<file path="config.mk">
export PLATFORM = sky130hd
export DESIGN_NAME = imem_port_arbiter
export DESIGN_NICKNAME = d
export VERILOG_FILES = /design/src/rtl/imem_port_arbiter.sv
export SDC_FILE = /design/constraint.sdc
export NUM_CORES = 1
export LEC_CHECK = 0
export BUFFER_PORTS_ARGS = -buffer_cell sky130_fd_sc_hd__buf_2
export CORE_MARGIN = 2
export CORE_UTILIZATION = 43
export CTS_CLUSTER_DIAMETER = 30
export CTS_CLUSTER_SIZE = 10
export DETAILED_ROUTE_END_ITERATION = 10
export PLACE_DENSITY = 0.8
export SYNTH_ARGS = -nofsm -noshare
export SYNTH_HDL_FRONTEND = slang
export SYNTH_SLANG_ARGS = --single-unit
</file>
<file path="constraint.sdc">
create_clock -name clk -period 2.89 [get_ports clk]
set_clock_uncertainty 0.15 [all_clocks]
set_input_delay 0.578 -clock clk [delete_from_list [all_inputs] [get_ports clk]]
set_output_delay 0.578 -clock clk [all_outputs]
set_load 0.02 [all_outputs]
</file>
<file path="src/rtl/imem_port_arbiter.sv">
// imem_port_arbiter
//   Shares the single combinational IMEM read port between the fetch stage
//   (port F) and a data-side/debug reader (port D). Each port has a
//   valid/ready request handshake and a registered response that appears one
//   cycle after acceptance. Ties are resolved round-robin. Every access is
//   checked for word alignment and for being inside the IMEM. A failing
//   access returns NOP_WORD with the err flag set.
//
//   Build option:
//     IMEM_ARB_FETCH_PRIO_EN - when defined, F has strict priority over D.
//                              When undefined, ties alternate (default).
//
//   Ports:
//     clk, rst         rising-edge clock; asynchronous active-high reset
//     f_req_*          fetch request (valid/ready, byte address)
//     f_flush          fetch redirect: drop the F response, no F grant
//     f_rsp_*          fetch response (valid/ready, data, err)
//     d_req_*, d_rsp_* D-port request/response, same shape as F
//     mem_addr         byte address driven to the IMEM
//     mem_rdata        combinational IMEM read data for mem_addr

// Per-port response register. A load takes priority over a clear, so a
// back-to-back grant keeps rsp_valid high. Data and err hold when cleared.
module imem_rsp_slot #(
  parameter logic [31:0] NOP_WORD = 32'h0000_0013
) (
  input  logic        clk,
  input  logic        rst,
  input  logic        load,
  input  logic [31:0] load_data,
  input  logic        load_err,
  input  logic        flush,
  input  logic        rsp_ready,
  output logic        rsp_valid,
  output logic [31:0] rsp_data,
  output logic        rsp_err
);
  always_ff @(posedge clk or posedge rst) begin
    if (rst) begin
      rsp_valid <= 1'b0;
      rsp_data  <= NOP_WORD;
      rsp_err   <= 1'b0;
    end else if (load) begin
      rsp_valid <= 1'b1;
      rsp_data  <= load_data;
      rsp_err   <= load_err;
    end else if (flush || rsp_ready) begin
      rsp_valid <= 1'b0;
    end
  end
endmodule

module imem_port_arbiter #(
  parameter int unsigned IMEM_WORDS = 256,
  parameter logic [31:0] NOP_WORD   = 32'h0000_0013
) (
  input  logic        clk,
  input  logic        rst,
  input  logic        f_req_valid,
  input  logic [31:0] f_req_addr,
  output logic        f_req_ready,
  input  logic        f_flush,
  output logic        f_rsp_valid,
  output logic [31:0] f_rsp_data,
  output logic        f_rsp_err,
  input  logic        f_rsp_ready,
  input  logic        d_req_valid,
  input  logic [31:0] d_req_addr,
  output logic        d_req_ready,
  output logic        d_rsp_valid,
  output logic [31:0] d_rsp_data,
  output logic        d_rsp_err,
  input  logic        d_rsp_ready,
  output logic [31:0] mem_addr,
  input  logic [31:0] mem_rdata
);
  localparam int NUM_PORTS = 2;
  localparam int PF = 0;
  localparam int PD = 1;
  // 33 bits so that IMEM_WORDS*4 cannot wrap.
  localparam logic [32:0] ADDR_LIMIT = 33'(IMEM_WORDS) << 2;

  logic [NUM_PORTS-1:0]       req_vld, rsp_rdy, rsp_vld, rsp_err, flush_vec;
  logic [NUM_PORTS-1:0]       elig, grant, addr_err;
  logic [NUM_PORTS-1:0][31:0] req_addr, rsp_data;
  logic [31:0]                load_data;
  logic                       rr_last;  // 1: D held the most recent grant

  assign req_vld   = {d_req_valid, f_req_valid};
  assign req_addr  = {d_req_addr, f_req_addr};
  assign rsp_rdy   = {d_rsp_ready, f_rsp_ready};
  assign flush_vec = {1'b0, f_flush};

  for (genvar p = 0; p < NUM_PORTS; p++) begin : g_port
    assign addr_err[p] = (req_addr[p][1:0] != 2'b00) ||
                         ({1'b0, req_addr[p]} >= ADDR_LIMIT);
    // A port holding an unconsumed response cannot accept another request.
    assign elig[p] = req_vld[p] && !flush_vec[p] && (!rsp_vld[p] || rsp_rdy[p]);

    imem_rsp_slot #(.NOP_WORD(NOP_WORD)) u_slot (
      .clk       (clk),
      .rst       (rst),
      .load      (grant[p]),
      .load_data (load_data),
      .load_err  (addr_err[p]),
      .flush     (flush_vec[p]),
      .rsp_ready (rsp_rdy[p]),
      .rsp_valid (rsp_vld[p]),
      .rsp_data  (rsp_data[p]),
      .rsp_err   (rsp_err[p])
    );
  end

  always_comb begin
    grant = '0;
`ifdef IMEM_ARB_FETCH_PRIO_EN
    grant[PF] = elig[PF];
    grant[PD] = elig[PD] && !elig[PF];
`else
    if (elig[PF] && elig[PD]) begin
      grant[PF] = rr_last;
      grant[PD] = !rr_last;
    end else begin
      grant = elig;
    end
`endif
  end

  // The address mux defaults to F so that the IMEM sees a stable fetch address when idle.
  assign mem_addr  = grant[PD] ? d_req_addr : f_req_addr;
  // Only the granted slot loads, so the error of the port that owns mem_addr decides.
  assign load_data = addr_err[grant[PD] ? PD : PF] ? NOP_WORD : mem_rdata;

  always_ff @(posedge clk or posedge rst) begin
    if (rst)        rr_last <= 1'b1;
    else if (|grant) rr_last <= grant[PD];
  end

  assign f_req_ready = grant[PF];
  assign d_req_ready = grant[PD];
  assign f_rsp_valid = rsp_vld[PF];
  assign f_rsp_data  = rsp_data[PF];
  assign f_rsp_err   = rsp_err[PF];
  assign d_rsp_valid = rsp_vld[PD];
  assign d_rsp_data  = rsp_data[PD];
  assign d_rsp_err   = rsp_err[PD];
endmodule

</file>
==> results of run 1 <==
## flip-flops by register name, indices dropped and copies added, names as in the netlist
| signal | cells |
|---|---|
| g_port.u_slot.rsp_data | 64 |
| rr_last | 1 |
| g_port.u_slot.rsp_valid | 2 |
| g_port.u_slot.rsp_err | 2 |
## critical path, delay by kind of cell, from the launching register on
| kind | cells | cell delay [ns] |
|---|---|---|
| AO/OA/AOI/OAI | 1 | 0.32 |
| buffers and inverters | 3 | 0.52 |
| flip-flops | 1 | 0.59 |
| AND/OR/NAND/NOR | 2 | 0.22 |
## report_power, final
| group | internal [W] | switching, W |
|---|---|---|
| clock network | 0.000622 | 0.000359 |
| logic | 0.000147 | 0.000289 |
| registers | 0.000974 | 0.00000703 |
## cells in the final DEF, fill, tap and decap left out, drive strengths merged, types with 5 or more instances in the layout
master	count
buf	214
nand2	213
dfrtp	62
o21ai	59
nor4	12
clkbuf	11
nand2b	9
dfstp	7
o31a	6
inv	5
## worst max-delay path by stage
stage | startpoint | end | slack (ns) | cells after the start
after floorplan | rst | g_port[0].u_slot.rsp_data[10] | 0.43 | 1
after global placement | f_flush | mem_addr[0] | 0.35 | 7
after detailed placement | f_flush | mem_addr[13] | 0.30 | 7
after CTS | rr_last | mem_addr[13] | 0.12 | 6
after global routing | rr_last | mem_addr[29] | 0.03 | 6
final | rr_last | mem_addr[29] | 0.17 | 6
## final cells by class
class / count / area (µm²) / area share
clock buffers: 11 / 151.4 / 0.03258
multi-input cells: 312 / 1411 / 0.3037
well taps: 99 / 123.9 / 0.02666
inverters: 5 / 18.77 / 0.004039
repair buffers: 214 / 1100 / 0.2367
flip-flops and latches: 69 / 1735 / 0.3735
clock inverters: 5 / 106.4 / 0.02289
## per-layer routing
layer / global-route usage / routed length, µm
met5: 0 / 0
met4: 0.06692 / 69
met2: 0.3983 / 5010
met1: 0.3194 / 4260
met3: 0.07220 / 783
## cell families (layout without fill, tap and decap cells)
logic type,after synthesis,in the layout,share of synthesized area
compound gates,69,69,0.1250
buf+inv,30,235,0.04409
simple gates,241,241,0.2968
mux,2,2,0.006841
flops,69,69,0.5272
## what timing repair did
| action | in CTS | in global routing |
|---|---|---|
| setup buffers | 0 | 0 |
| gates resized for setup | 0 | 1 |
| endpoints found under the setup margin | 0 | 2 |
## stage by stage
stage            util  hold slack, ns  area (µm²)
4_1_cts        0.6334          0.1867        4643
6_report       0.6339          0.1978        4647
3_5_place_dp   0.5982          0.3152        4385
5_1_grt        0.6339          0.2241        4647
3_3_place_gp   0.5982          0.3084        4385
2_1_floorplan       -          0.3816        3292
==> impl_metrics.csv, run 1 <==
group,metric,value,unit
clock_network,cts_tree,"done",
floorplanning,initial_utilization,0.4491,
setup_path,start_kind,"flip-flop",
placement,dp.cells,699,
timing,finalMaxSlewViolations,0,
yosys,synthTopCellsByCount,"nand2_1, dfrtp_1, o21ai_0, o21ai_1, nor4_1",
yosys,syn_area_per_cell,8.010,µm²
hold_path,hold_path_class,"in2async",
power,peakVddDrop,0.4213,mV
final_layout,final_layout_size_suffix_gt1_frac,0.3945,
clock_network,htreeDepth,3,
timing,tightest_slew,0.5751,ns
global_route,grt.overflow.total,0,
placement,dp_worst_setup_slack,0.2989,ns
setup_path,rr_endpoint,"g_port[1].u_slot.rsp_data[0]",
setup_path,critPathCaptureType,"output pin",
yosys,synth_warnings,0,
global_route,grt_pass1_wl,16.37,mm
floorplanning,fp.dieW,91.50,µm
placement,port_buffers,204,
timing,timing.fmax,0.3682,GHz
timing,fin_crit,2.716,ns
drt,routed-via-count,3576,
timing,rsz0062_at_grt,"no",
timing,slew_headroom,0.6160,
setup_path,arrival,1.99,ns
final_layout,antennaDiodeCount,0,
yosys,synth_seq_cells,69,
placement,place.gp.congestion,0.9464,
drt,drt_iter0_drc,154,
yosys,yosysTopAreaCell,"dfrtp_1",
drt,drt_first_pass_iters,5,
global_route,antenna_found_initial,0,
job,cap_violations,0,
yosys,synth_edf_count,0,
final_layout,fillers,648,
timing,setup_viol,0,
placement,dp_hpwl,7.492,mm
setup_path,crit_slowest_cell,"dfstp_2",
timing,setup_slack,0.1739,ns
timing,period_share,0.9398,
yosys,synth.cell_area,3292,µm²
floorplanning,rows,31,
floorplanning,io_pins,205,
clock_network,cts_buffer_depth,2,
setup_path,rrSetupSlack,0.79,ns
global_route,globalRouteTotalUtil,0.2452,
clock_network,hold_buffers,0,
yosys,synthTopCellsByArea,"dfrtp_1, nand2_1, dfstp_2",
clock_network,clock_sinks,69,
drt,detail-route-antenna-nets,0,
timing,finalHoldViolCount,0,
setup_path,cpPeakStageDelay,0.59,ns
floorplanning,die_area,8371,µm²
floorplanning,coreArea,7331,µm²
global_route,grt_max_degree,38,
yosys,syn-instance-count,411,
setup_path,required,2.16,ns
setup_path,path_cells,"inv_2, o311ai_4, inv_2, nand2_1, nand2_1, buf_2",
final_layout,areaGrowthSynthToFinish,41.16,%
global_route,grt_pass1_vias,3388,
setup_path,reg2regPathDepth,6,
final_layout,final_cell_count_no_fill,715,
yosys,synthFlopType,"dfrtp_1",
drt,vias_per_cell,5.001,
clock_network,worstSkewPairLatency,0.33,ns
setup_path,crit_path_max_fanout,37,
final_layout,final_nets,714,
power,p_leak,2.533,nW
yosys,yosysMostFrequentCell,"nand2_1",
timing,tns,0,ns
yosys,ys_types,20,
floorplanning,die_y,91.50,µm
setup_path,path_class,"reg2out",
clock_network,clk_pin_slew,0.07,ns
power,p_total,0.002397,W
setup_path,r2r_start,"rr_last",
clock_network,cts_inserted_buffers,9,
yosys,syn_nets,514,
power,p_per_area,515.8,nW/µm²
drt,routed_wirelength,10.12,mm
clock_network,root_buffer,"clkbuf_8",
yosys,ys_seq_area_frac,0.5272,
yosys,synth.top_cell.area_share,0.4713,
drt,drc,0,
drt,post_drt_wl_per_cell,14.16,µm
yosys,ys_async_sr_fraction,1.000,
status,status,"completed",
Power figures use the tool's default switching activity.
==> run 2, diff against run 1 <==
--- a/config.mk
+++ b/config.mk
@@ -5,7 +5,7 @@
 export SDC_FILE = /design/constraint.sdc
 export NUM_CORES = 1
 export LEC_CHECK = 0
-export BUFFER_PORTS_ARGS = -buffer_cell sky130_fd_sc_hd__buf_2
+export BUFFER_PORTS_ARGS = -buffer_cell sky130_fd_sc_hd__buf_4
 export CORE_MARGIN = 2
 export CORE_UTILIZATION = 43
 export CTS_CLUSTER_DIAMETER = 30
==> impl_metrics.csv, run 2 (synthesized netlist as in run 1, its figures left out) <==
group,metric,value,unit
floorplanning,fp.dieW,91.50,µm
floorplanning,coreArea,7331,µm²
timing,period_share,0.9584,
power,p_int,0.001499,W
floorplanning,io_pins,205,
setup_path,crit_family,"flip-flops",
timing,fin_crit,2.770,ns
global_route,globalRouteTotalUtil,0.2514,
global_route,grt_util_met2,0.3958,
timing,finalMaxSlewViolations,0,
drt,drt_iter0_drc,222,
clock_network,worstSkewPairLatency,0.33,ns
setup_path,crit_buf_inv,3,
drt,routed_wirelength,10.62,mm
global_route,antenna_found_initial,0,
timing,setup_slack,0.1201,ns
global_route,grt_use_met1,0.3479,
drt,vias_per_cell,4.975,
power,p_switching,0.0006367,W
clock_network,htreeDepth,3,
clock_network,cts_tree,"done",
timing,tns,0,ns
setup_path,start_kind,"flip-flop",
clock_network,hold_buffers,0,
setup_path,path_cells,"inv_2, o311ai_4, buf_4, nand2_1, nand2_1, buf_4",
placement,port_buffers,204,
power,p_seq_frac,0.460,
timing,timing.fmax,0.3610,GHz
timing,finalHoldViolCount,0,
global_route,grt.overflow.total,0,
clock_network,cts_setup_buffers,0,
floorplanning,initial_utilization,0.4491,
setup_path,required,2.16,ns
final_layout,regMostFlops,"g_port.u_slot.rsp_data",
floorplanning,die_y,91.50,µm
floorplanning,die_area,8371,µm²
final_layout,layout_common_cells,"nand2_1, buf_4, dfrtp_1",
power,swShare,0.2981,
status,status,"completed",
global_route,grt_max_degree,38,
clock_network,ctsResizeCount,0,
clock_network,cts_inserted_buffers,9,
timing,tightest_slew,0.6932,ns
setup_path,startpoint,"rr_last",
placement,place.gp.congestion,0.9297,
power,p_leak,2.615,nW
placement,dp_hpwl,7.952,mm
setup_path,crit_path_max_fanout,33,
hold_path,hold_path_class,"in2async",
drt,routed-via-count,3557,
clock_network,cts_buffer_depth,2,
global_route,grt_pass1_wl,16.95,mm
global_route,grt_pass1_vias,3406,
setup_path,arrival,2.04,ns
clock_network,root_buffer,"clkbuf_8",
drt,drt_first_pass_iters,4,
setup_path,cpPeakStageDelay,0.59,ns
job,cap_violations,0,
floorplanning,rows,31,
final_layout,antennaDiodeCount,0,
placement,dp_worst_setup_slack,0.3007,ns
global_route,grt.busiest_layer,"met2",
final_layout,top_regs,"g_port.u_slot.rsp_data x64, g_port.u_slot.rsp_err x2, g_port.u_slot.rsp_valid x2",
drt,detail-route-antenna-nets,0,
power,peakVddDrop,0.3506,mV
setup_path,critPathCaptureType,"output pin",
global_route,grt_util_met3,0.06473,
drt,post_drt_wl_per_cell,14.86,µm
final_layout,final_nets,714,
timing,setup_viol,0,
final_layout,areaGrowthSynthToFinish,53.93,%
power,p_per_area,421.5,nW/µm²
drt,drc,0,
clock_network,clock_sinks,69,
power,clkPwrFrac,0.299,
setup_path,crit_slowest_cell,"dfstp_2",
final_layout,final_layout_size_suffix_gt1_frac,0.3912,
setup_path,r2r_start,"rr_last",
power,comb_power_share,0.241,
setup_path,path_class,"reg2out",
clock_network,clk_pin_slew,0.07,ns
timing,rsz0062_at_grt,"no",
final_layout,largest_reg_flops,64,
timing,slew_headroom,0.5372,
[run 2: cell count changes in the layout (fill, tap and decap cells not counted)]
cell	previous run	this run
clkinv_4	1	0
buf_12	0	1
bufinv_16	3	0
clkbuf_8	11	9
buf_2	204	0
buf_4	9	213
clkbuf_1	0	2
clkinv_2	0	4
buf_6	1	0
[run 2: power groups by stage]
stage	clock network (W)	logic (W)	registers (W)
2_1_floorplan	0	0.000253	0.00100
6_report	0.000639	0.000515	0.000982
5_1_grt	0.000704	0.000552	0.000981
3_5_place_dp	0	0.000513	0.000999
3_3_place_gp	0	0.000506	0.000999
4_1_cts	0.000658	0.000514	0.000981
[run 2: worst reg2reg max path, cell delays in order (launching register included)]
cell	delay, ns
dfstp_2	0.59
inv_2	0.06
o311ai_4	0.31
inv_2	0.29
buf_4	0.32
mux2_1	0.33
[run 2: layer usage]
layer,up-vias,routed length [µm]
met2,143,5166
met3,16,700
met5,-,0
li1,1733,-
met1,1665,4607
met4,0,150
[run 2: worst paths after layout]
kind / endpoint / slack, ns / cells past startpoint
worst max-delay path: mem_addr[13] / 0.12 / 6
worst min-delay path: g_port[0].u_slot.rsp_data[20] / 0.21 / 2
worst max register to register: g_port[1].u_slot.rsp_err / 0.72 / 5
worst min register to register: g_port[0].u_slot.rsp_data[20] / 0.33 / 2
max in group asynchronous: rr_last / 1.67 / 3
min in group clk: g_port[0].u_slot.rsp_valid / 0.30 / 2
[run 2: through the flow]
stage | hold WS, ns | power (W) | area [µm²] | utilization | std cells
after floorplan | 0.3816 | 0.001255 | 3292 | - | 411
after global placement | 0.3142 | 0.001505 | 4908 | 0.6696 | 699
after detailed placement | 0.3233 | 0.001512 | 4908 | 0.6696 | 699
after CTS | 0.2246 | 0.002153 | 5067 | 0.6912 | 715
after global routing | 0.2332 | 0.002238 | 5067 | 0.6912 | 715
final | 0.2104 | 0.002136 | 5067 | 0.6912 | 715
[run 2: cell type report]
class	count	area, µm²
clock buffer	11	131.4
clock inverter	5	27.53
fill	603	2263
inverter	5	18.77
multi-input combinational	312	1411
sequential	69	1735
tap	99	123.9
timing repair buffer	214	1619
